===== config.mk =====
export PLATFORM = sky130hd
export DESIGN_NAME = exe_mem_skid
export DESIGN_NICKNAME = d
export VERILOG_FILES = /design/src/rtl/exe_mem_skid.sv
export SDC_FILE = /design/constraint.sdc
export NUM_CORES = 1
export LEC_CHECK = 0
export BUFFER_PORTS_ARGS = -buffer_cell sky130_fd_sc_hd__clkbuf_2
export CORE_MARGIN = 3
export CORE_UTILIZATION = 25
export DETAILED_ROUTE_END_ITERATION = 12
export PLACE_DENSITY_LB_ADDON = 0.08
export SLEW_MARGIN = 25
export SYNTH_ARGS = -nofsm -noshare
export SYNTH_HDL_FRONTEND = slang
export SYNTH_SLANG_ARGS = --single-unit

===== constraint.sdc =====
create_clock -name clk_in -period 6.39 [get_ports clk_in]
set_input_delay 1.278 -clock clk_in [delete_from_list [all_inputs] [get_ports clk_in]]
set_output_delay 1.278 -clock clk_in [all_outputs]
set_load 0.01 [all_outputs]

===== src/rtl/exe_mem_skid.sv =====
// EXE->MEM pipeline boundary: 2-entry skid buffer with registered ready and a forwarding lookup.
// Optional macro EXE_MEM_STALL_CNT_EN adds stall_cnt_out, a saturating count of MEM back-pressure cycles.
module exe_mem_skid #(
   parameter int RSZ   = 32,
   parameter int PC_SZ = 32,
   parameter int RF_AW = 5
) (
   input  logic             clk_in,
   input  logic             reset_in,
   input  logic             flush_in,
   input  logic             exe_valid_in,
   output logic             exe_ready_out,
   input  logic [RSZ-1:0]   exe_rd_data_in,
   input  logic [RF_AW-1:0] exe_rd_addr_in,
   input  logic             exe_rd_wr_in,
   input  logic [PC_SZ-1:0] exe_pc_in,
   output logic             mem_valid_out,
   input  logic             mem_ready_in,
   output logic [RSZ-1:0]   mem_rd_data_out,
   output logic [RF_AW-1:0] mem_rd_addr_out,
   output logic             mem_rd_wr_out,
   output logic [PC_SZ-1:0] mem_pc_out,
   input  logic [RF_AW-1:0] fwd_addr_in,
   output logic             fwd_hit_out,
   output logic [RSZ-1:0]   fwd_data_out
`ifdef EXE_MEM_STALL_CNT_EN
   ,
   output logic [31:0]      stall_cnt_out
`endif
);

   // state    | meaning
   // ST_EMPTY | no entry held, ready to EXE
   // ST_ONE   | head entry H valid, ready to EXE
   // ST_TWO   | H and skid entry S valid, not ready
   localparam logic [1:0] ST_EMPTY = 2'd0;
   localparam logic [1:0] ST_ONE   = 2'd1;
   localparam logic [1:0] ST_TWO   = 2'd2;

   logic [1:0]       state_q;
   logic [1:0]       state_d;
   logic             ready_q;

   logic [RSZ-1:0]   h_data_q;
   logic [RF_AW-1:0] h_addr_q;
   logic             h_wr_q;
   logic [PC_SZ-1:0] h_pc_q;

   logic [RSZ-1:0]   s_data_q;
   logic [RF_AW-1:0] s_addr_q;
   logic             s_wr_q;
   logic [PC_SZ-1:0] s_pc_q;

   logic h_valid;
   logic s_valid;
   logic accept;
   logic retire;
   logic load_h_exe;
   logic load_h_skid;
   logic load_s;

   assign h_valid = (state_q == ST_ONE) || (state_q == ST_TWO);
   assign s_valid = (state_q == ST_TWO);
   assign accept  = exe_valid_in & ready_q;
   assign retire  = h_valid & mem_ready_in;

   always_comb begin
      state_d     = state_q;
      load_h_exe  = 1'b0;
      load_h_skid = 1'b0;
      load_s      = 1'b0;
      case (state_q)
         ST_EMPTY: begin
            if (accept) begin
               state_d    = ST_ONE;
               load_h_exe = 1'b1;
            end
         end
         ST_ONE: begin
            if (accept && retire) begin
               load_h_exe = 1'b1;
            end else if (accept) begin
               state_d = ST_TWO;
               load_s  = 1'b1;
            end else if (retire) begin
               state_d = ST_EMPTY;
            end
         end
         ST_TWO: begin
            if (retire) begin
               state_d     = ST_ONE;
               load_h_skid = 1'b1;
            end
         end
         default: state_d = ST_EMPTY;
      endcase
      // Flush wins over any same-cycle accept or skid shift; MEM still sees its retire.
      if (flush_in) begin
         state_d     = ST_EMPTY;
         load_h_exe  = 1'b0;
         load_h_skid = 1'b0;
         load_s      = 1'b0;
      end
   end

   always_ff @(posedge clk_in) begin
      if (reset_in) begin
         state_q <= ST_EMPTY;
         ready_q <= 1'b1;
      end else begin
         state_q <= state_d;
         ready_q <= (state_d != ST_TWO);
      end
   end

   always_ff @(posedge clk_in) begin
      if (reset_in) begin
         h_data_q <= '0;
         h_addr_q <= '0;
         h_wr_q   <= 1'b0;
         h_pc_q   <= '0;
         s_data_q <= '0;
         s_addr_q <= '0;
         s_wr_q   <= 1'b0;
         s_pc_q   <= '0;
      end else begin
         if (load_h_exe) begin
            h_data_q <= exe_rd_data_in;
            h_addr_q <= exe_rd_addr_in;
            h_wr_q   <= exe_rd_wr_in;
            h_pc_q   <= exe_pc_in;
         end else if (load_h_skid) begin
            h_data_q <= s_data_q;
            h_addr_q <= s_addr_q;
            h_wr_q   <= s_wr_q;
            h_pc_q   <= s_pc_q;
         end
         if (load_s) begin
            s_data_q <= exe_rd_data_in;
            s_addr_q <= exe_rd_addr_in;
            s_wr_q   <= exe_rd_wr_in;
            s_pc_q   <= exe_pc_in;
         end
      end
   end

   assign exe_ready_out = ready_q;
   assign mem_valid_out = h_valid;

   // Stale head fields are masked so MEM sees zeros whenever nothing is held.
   assign mem_rd_data_out = h_valid ? h_data_q : '0;
   assign mem_rd_addr_out = h_valid ? h_addr_q : '0;
   assign mem_rd_wr_out   = h_valid & h_wr_q;
   assign mem_pc_out      = h_valid ? h_pc_q : '0;

   logic fwd_nz;
   logic h_match;
   logic s_match;

   assign fwd_nz  = (fwd_addr_in != '0);
   assign h_match = h_valid & h_wr_q & (h_addr_q == fwd_addr_in) & fwd_nz;
   assign s_match = s_valid & s_wr_q & (s_addr_q == fwd_addr_in) & fwd_nz;

   // S is the younger entry, so it shadows H for the same register.
   always_comb begin
      fwd_hit_out  = s_match | h_match;
      fwd_data_out = '0;
      if (s_match) begin
         fwd_data_out = s_data_q;
      end else if (h_match) begin
         fwd_data_out = h_data_q;
      end
   end

`ifdef EXE_MEM_STALL_CNT_EN
   logic [31:0] stall_cnt_q;

   always_ff @(posedge clk_in) begin
      if (reset_in) begin
         stall_cnt_q <= '0;
      end else if (h_valid && !mem_ready_in && (stall_cnt_q != 32'hFFFF_FFFF)) begin
         stall_cnt_q <= stall_cnt_q + 32'd1;
      end
   end

   assign stall_cnt_out = stall_cnt_q;
`endif

endmodule


==> flow_metrics.tcl, run 1 <==
set metrics [dict create \
    status "finished clean" \
    grt_pass1_vias 6390 \
    routed_wl_um 22300 \
    vias 6372 \
    timing.final.crit_period_ps 4562 \
    gp_congestion 0.6777 \
    crit_chain "clkbuf_2 > nor3_1 > nand2_1 > buf_4 > nand4_4 > mux2i_1 > clkbuf_2" \
    grt_max_degree 93 \
    cp.arrival_ps 3280 \
    fillers 3198 \
    finish.utilization 0.3136 \
    cts_setup_buffers 0 \
    tritoncts "yes" \
    final_cells 1429 \
    vdd_ir_drop_max_mv 0.1148 \
    ff2ff_setup_slack_ps 3320 \
    cp-endpoint "fwd_data_out[19]" \
    reg2reg_to "h_data_q[8]" \
    drive_above_1_share 0.2893 \
    die_area_mm2 0.03165 \
    wl_per_cell_um 15.60 \
    grt_pass1_wl_um 35590 \
    crit_start "fwd_addr_in[0]" \
    worstSetupStartpointType "input pin" \
    drtAntennaViolNets 0 \
    most-common-layout-cells "183 x clkbuf_2, 144 x nand2_1, 143 x dfxtp_1, 108 x nor2_1, 105 x a21oi_1" \
    row_count 62 \
    cts_buffer_depth 2 \
    ys_ff_latch 143 \
    critical_path_class "input pin to primary output" \
    clk_latency_ps 420 \
    hpwl_um 13850 \
    cp.required_ps 5110 \
    period_share 0.7140 \
    holdCritPathClass "flop to flop" \
    cts_resized 0 \
    synth_cells 898 \
    route.detailed.drc 0 \
    critPathMaxFanout 34 \
    drtIter0Drc 323 \
    post-place-cells 1396 \
    ctsHoldBuffers 0 \
    place_ws_ps 1778 \
    synth_top_area_cell "dfxtp_1" \
    synthesis.nets 982 \
    synth_top_area_frac 0.3875 \
    yosysUniqueCellTypes 36 \
    layout_commonest_cell "clkbuf_2" \
    fin_ws_ps 1828 \
    r2r_cells 8 \
    clock-skew-final_ps 11.38 \
    ios 185 \
    rsz0062_at_grt "no" \
    fp.dieW_um 177.9 \
    slowest_delay_ps 750 \
    finalPower_mw 2.111 \
    fin_tns_setup_ps 0 \
    p_leak_nw 3.825 \
    crit_slowest_cell "nand4_4" \
    antenna_found_initial 3 \
    cts_inserted_buffers 17 \
    synth.area.top_cells "dfxtp_1 39%, a211oi_2 12%, mux2i_1 9.1%" \
    maxSlewHeadroom 0.4118 \
    ys_seq_area_frac 0.3875 \
    grt_usage 0.1434 \
    initial_core_util 0.2553 \
    cts-root-buf "clkbuf_16" \
    clkSinkCount 143 \
    syn_avg_cell_area_um2 8.226 \
    die_height_um 177.9 \
    dpl_cell_area_mm2 0.008523 \
    syn_area_mm2 0.007387 \
    io_buffers 184 \
    vias_per_cell 4.459 \
    cts_max_level 4 \
    core-area_mm2 0.02894 \
    overflow 0 \
    dr.pass1.iters 5 \
    clk_pin_slew_worst_paths_ps 70 \
    end_kind "primary output" \
    maxSlewViolCount 0 \
    cpMostUsedCell "clkbuf_2" \
    powerDensity_mw_per_mm2 232.6 \
    setup_viol 0 \
    tightestPinTransition_ps 880.6 \
    synth_warnings 0 \
    timing.rr.start "state_q[1]" \
    nets 1115 \
    cap_violations 0 \
    area_delta_synth_final_pct 22.83 \
    hold_viol_final 0 \
    fin_area_mm2 0.009074 \
    hold_ws_ps 453.8 \
    fmax_mhz 219.2 \
]
[worst min-delay path by stage]
stage / start / to / cells past startpoint
global placement: s_data_q[12] / s_data_q[12] / 2
CTS: s_data_q[20] / s_data_q[20] / 2
detailed placement: s_data_q[20] / s_data_q[20] / 2
global route: s_data_q[17] / s_data_q[17] / 2
floorplan: s_pc_q[0] / s_pc_q[0] / 2
finish: s_pc_q[3] / s_pc_q[3] / 2
[synth_stat cells (all sizes together)]
cell	number
a21boi	2
a21oi	105
nor2b	3
inv	38
a31oi	2
dfxtp	143
ha	4
mux2i	67
and4b	1
a22oi	2
nor4	1
buf	20
a2111oi	1
o211ai	1
or3b	1
and2	72
nand4b	1
nand4	33
o21ai	2
nor2	108
or3	1
and4	1
a222oi	1
nand3	2
nand2	144
a32oi	1
nand2b	1
a211oi	70
nor3	1
xor2	6
clkbuf	61
nand3b	1
xnor2	1
[registers in the layout (all words and copies together), names as in the netlist]
register and count:
h_addr_q 5, h_data_q 32, s_wr_q 1, s_data_q 32, exe_ready_out 1, state_q 2, s_pc_q 32, h_wr_q 1
s_addr_q 5, h_pc_q 32
[critical path, delay by kind of cell]
| kind | cells | cell delay [ps] |
|---|---|---|
| AND/OR/NAND/NOR | 3 | 870 |
| multiplexers | 1 | 410 |
| buffers and inverters | 3 | 690 |
[area by class of cell]
cell class              instances  area, um2  area share
clock inverters                13      105.1     0.01158
repair buffers                195       1022      0.1127
well taps                     384      480.5     0.05295
flip-flops and latches        143       2863      0.3155
inverters                      38      142.6     0.01572
clock buffers                  19      442.9     0.04881
diodes                          1      2.502   0.0002758
multi-input cells             636       4015      0.4425
[power by group]
group | leakage [nW] | switching, mW | internal [mW] | total, mW
Sequential | 1.17 | 0.0226 | 0.930 | 0.953
Combinational | 2.40 | 0.129 | 0.0838 | 0.212
Clock | 0.257 | 0.430 | 0.515 | 0.945
Total | 3.83 | 0.582 | 1.53 | 2.11
[cells by family after synthesis]
group / after synthesis / synth area share
XOR/XNOR: 7 / 0.008300
adder cells (fa/ha/maj): 4 / 0.006775
multiplexers: 67 / 0.09079
buffers and inverters: 119 / 0.07131
AO/OA/AOI/OAI: 187 / 0.2024
flip-flops: 143 / 0.3875
AND/OR/NAND/NOR: 371 / 0.2329
[metal layers]
metal | wire length, um | global-route usage
met4 | 130 | 0.03469
met3 | 1202 | 0.03808
met1 | 10620 | 0.1853
met2 | 10310 | 0.2378
met5 | 33 | 0
Note: power is estimated with default switching activity, not from simulation.
==> run 2: changes to the inputs <==
Clock period 6.39 ns to 4.4 ns, I/O delays scaled along.
==> run 2 against run 1 <==
  * First-iteration DRC count decreased by 5.0%
  * Global-route usage about the same
  * Final area increased by 1.1%
  * Largest power group is now the clock network
  * Highest routed layer unchanged
==> flow_metrics.tcl, run 2 (synthesized netlist as in run 1, its figures left out) <==
set metrics [dict create \
    status "finished clean" \
    layout_commonest_cell "clkbuf_2" \
    area_delta_synth_final_pct 24.14 \
    grt_usage 0.1430 \
    fp.dieW_um 177.9 \
    setup_viol 0 \
    globalRouteMet2Util 0.2380 \
    crit_start "state_q[1]" \
    timing.final.crit_period_ps 3378 \
    grt_max_degree 79 \
    nets 1120 \
    hold_viol_final 0 \
    cp.arrival_ps 2500 \
    final_cells 1433 \
    use_met1 0.1823 \
    maxSlewViolCount 0 \
    hp-start "s_data_q[13]" \
    cts_max_level 4 \
    tightestPinTransition_ps 836.4 \
    dpl_cell_area_mm2 0.008548 \
    end_kind "primary output" \
    dr.pass1.iters 4 \
    cts_buffer_depth 2 \
    core-area_mm2 0.02894 \
    drive_above_1_share 0.2927 \
    routed_wl_um 22360 \
    row_count 62 \
    fillers 3149 \
    route.detailed.drc 0 \
    tritoncts "yes" \
    die_area_mm2 0.03165 \
    grtUsageMet3 0.04258 \
    gp_congestion 0.7067 \
    powerDensity_mw_per_mm2 352.9 \
    fmax_mhz 296.1 \
    io_buffers 184 \
    finish.utilization 0.3169 \
    cts-root-buf "clkbuf_16" \
    antenna_found_initial 2 \
    cp.required_ps 3520 \
    clk_latency_ps 420 \
    holdCritPathClass "flop to flop" \
    grt_pass1_vias 6263 \
    rsz0062_at_grt "no" \
    fin_area_mm2 0.009170 \
    drtAntennaViolNets 0 \
    critical_path_class "flop to primary output" \
    finalPower_mw 3.236 \
    clkSinkCount 143 \
    critPathMaxFanout 33 \
    place_ws_ps 1112 \
    wl_per_cell_um 15.61 \
    clock-skew-final_ps 15.28 \
    cts_inserted_buffers 17 \
    p_leak_nw 3.887 \
    overflow 0 \
    fin_tns_setup_ps 0 \
    die_height_um 177.9 \
    ios 185 \
    vias 6388 \
    cap_violations 0 \
    fin_ws_ps 1022 \
    most-common-layout-cells "183 x clkbuf_2, 144 x nand2_1, 143 x dfxtp_1, 108 x nor2_1, 105 x a21oi_1" \
    timing.rr.start "state_q[1]" \
    maxSlewHeadroom 0.4424 \
    ctsHoldBuffers 0 \
    cts_setup_buffers 0 \
    grt_pass1_wl_um 35360 \
    diodes 0 \
    vdd_ir_drop_max_mv 0.1895 \
    hpwl_um 14310 \
    initial_core_util 0.2553 \
    hold_ws_ps 452.6 \
    drtIter0Drc 307 \
    post-place-cells 1401 \
    worstSetupStartpointType "flop" \
    top_usage_layer "met2" \
    period_share 0.7676 \
    vias_per_cell 4.458 \
    clk_pin_slew_worst_paths_ps 60 \
    cts_resized 0 \
]
-- run 2: cell count changes in the layout (fill, tap and decap cells not counted), sizes merged --
cell / delta
buf: +5
bufinv: +3
clkinvlp: -3
diode: -1
-- run 2: final timing paths --
path / cells past startpoint / endpoint / slack (ps)
min: 2 / s_data_q[13] / 450
max: 7 / fwd_data_out[12] / 1020
max reg2reg: 8 / h_data_q[1] / 1540
min reg2reg: 2 / s_data_q[13] / 450
-- run 2: cell type report --
class | count | area [um2] | share of cell area
Multi-Input combinational cell | 636 | 4015 | 0.4378
Sequential cell | 143 | 2863 | 0.3122
Timing Repair Buffer | 200 | 1051 | 0.1146
Tap cell | 384 | 480.5 | 0.05239
Clock buffer | 19 | 442.9 | 0.04830
Clock inverter | 13 | 175.2 | 0.01910
Inverter | 38 | 142.6 | 0.01555
-- run 2: per-layer routing --
metal / wire length (um) / part of all wire / vias to the layer above
li1: - / - / 3305
met1: 10410 / 0.47 / 2924
met2: 10390 / 0.46 / 139
met3: 1349 / 0.060 / 16
met4: 180 / 0.0080 / 4
met5: 35 / 0.0016 / -
-- run 2: worst max-delay path, cell delays in order, from the launching register on --
cell	delay, ps
dfxtp_1	410
ha_1	280
nand2_1	120
a2111oi_2	390
nand4_4	100
buf_4	330
mux2i_1	260
clkbuf_2	160
-- run 2: power breakdown --
part | total, mW | leakage (nW) | internal (mW) | switching [mW]
combinational | 0.311 | 2.42 | 0.122 | 0.189
clock | 1.54 | 0.301 | 0.922 | 0.619
sequential | 1.38 | 1.17 | 1.35 | 0.0335
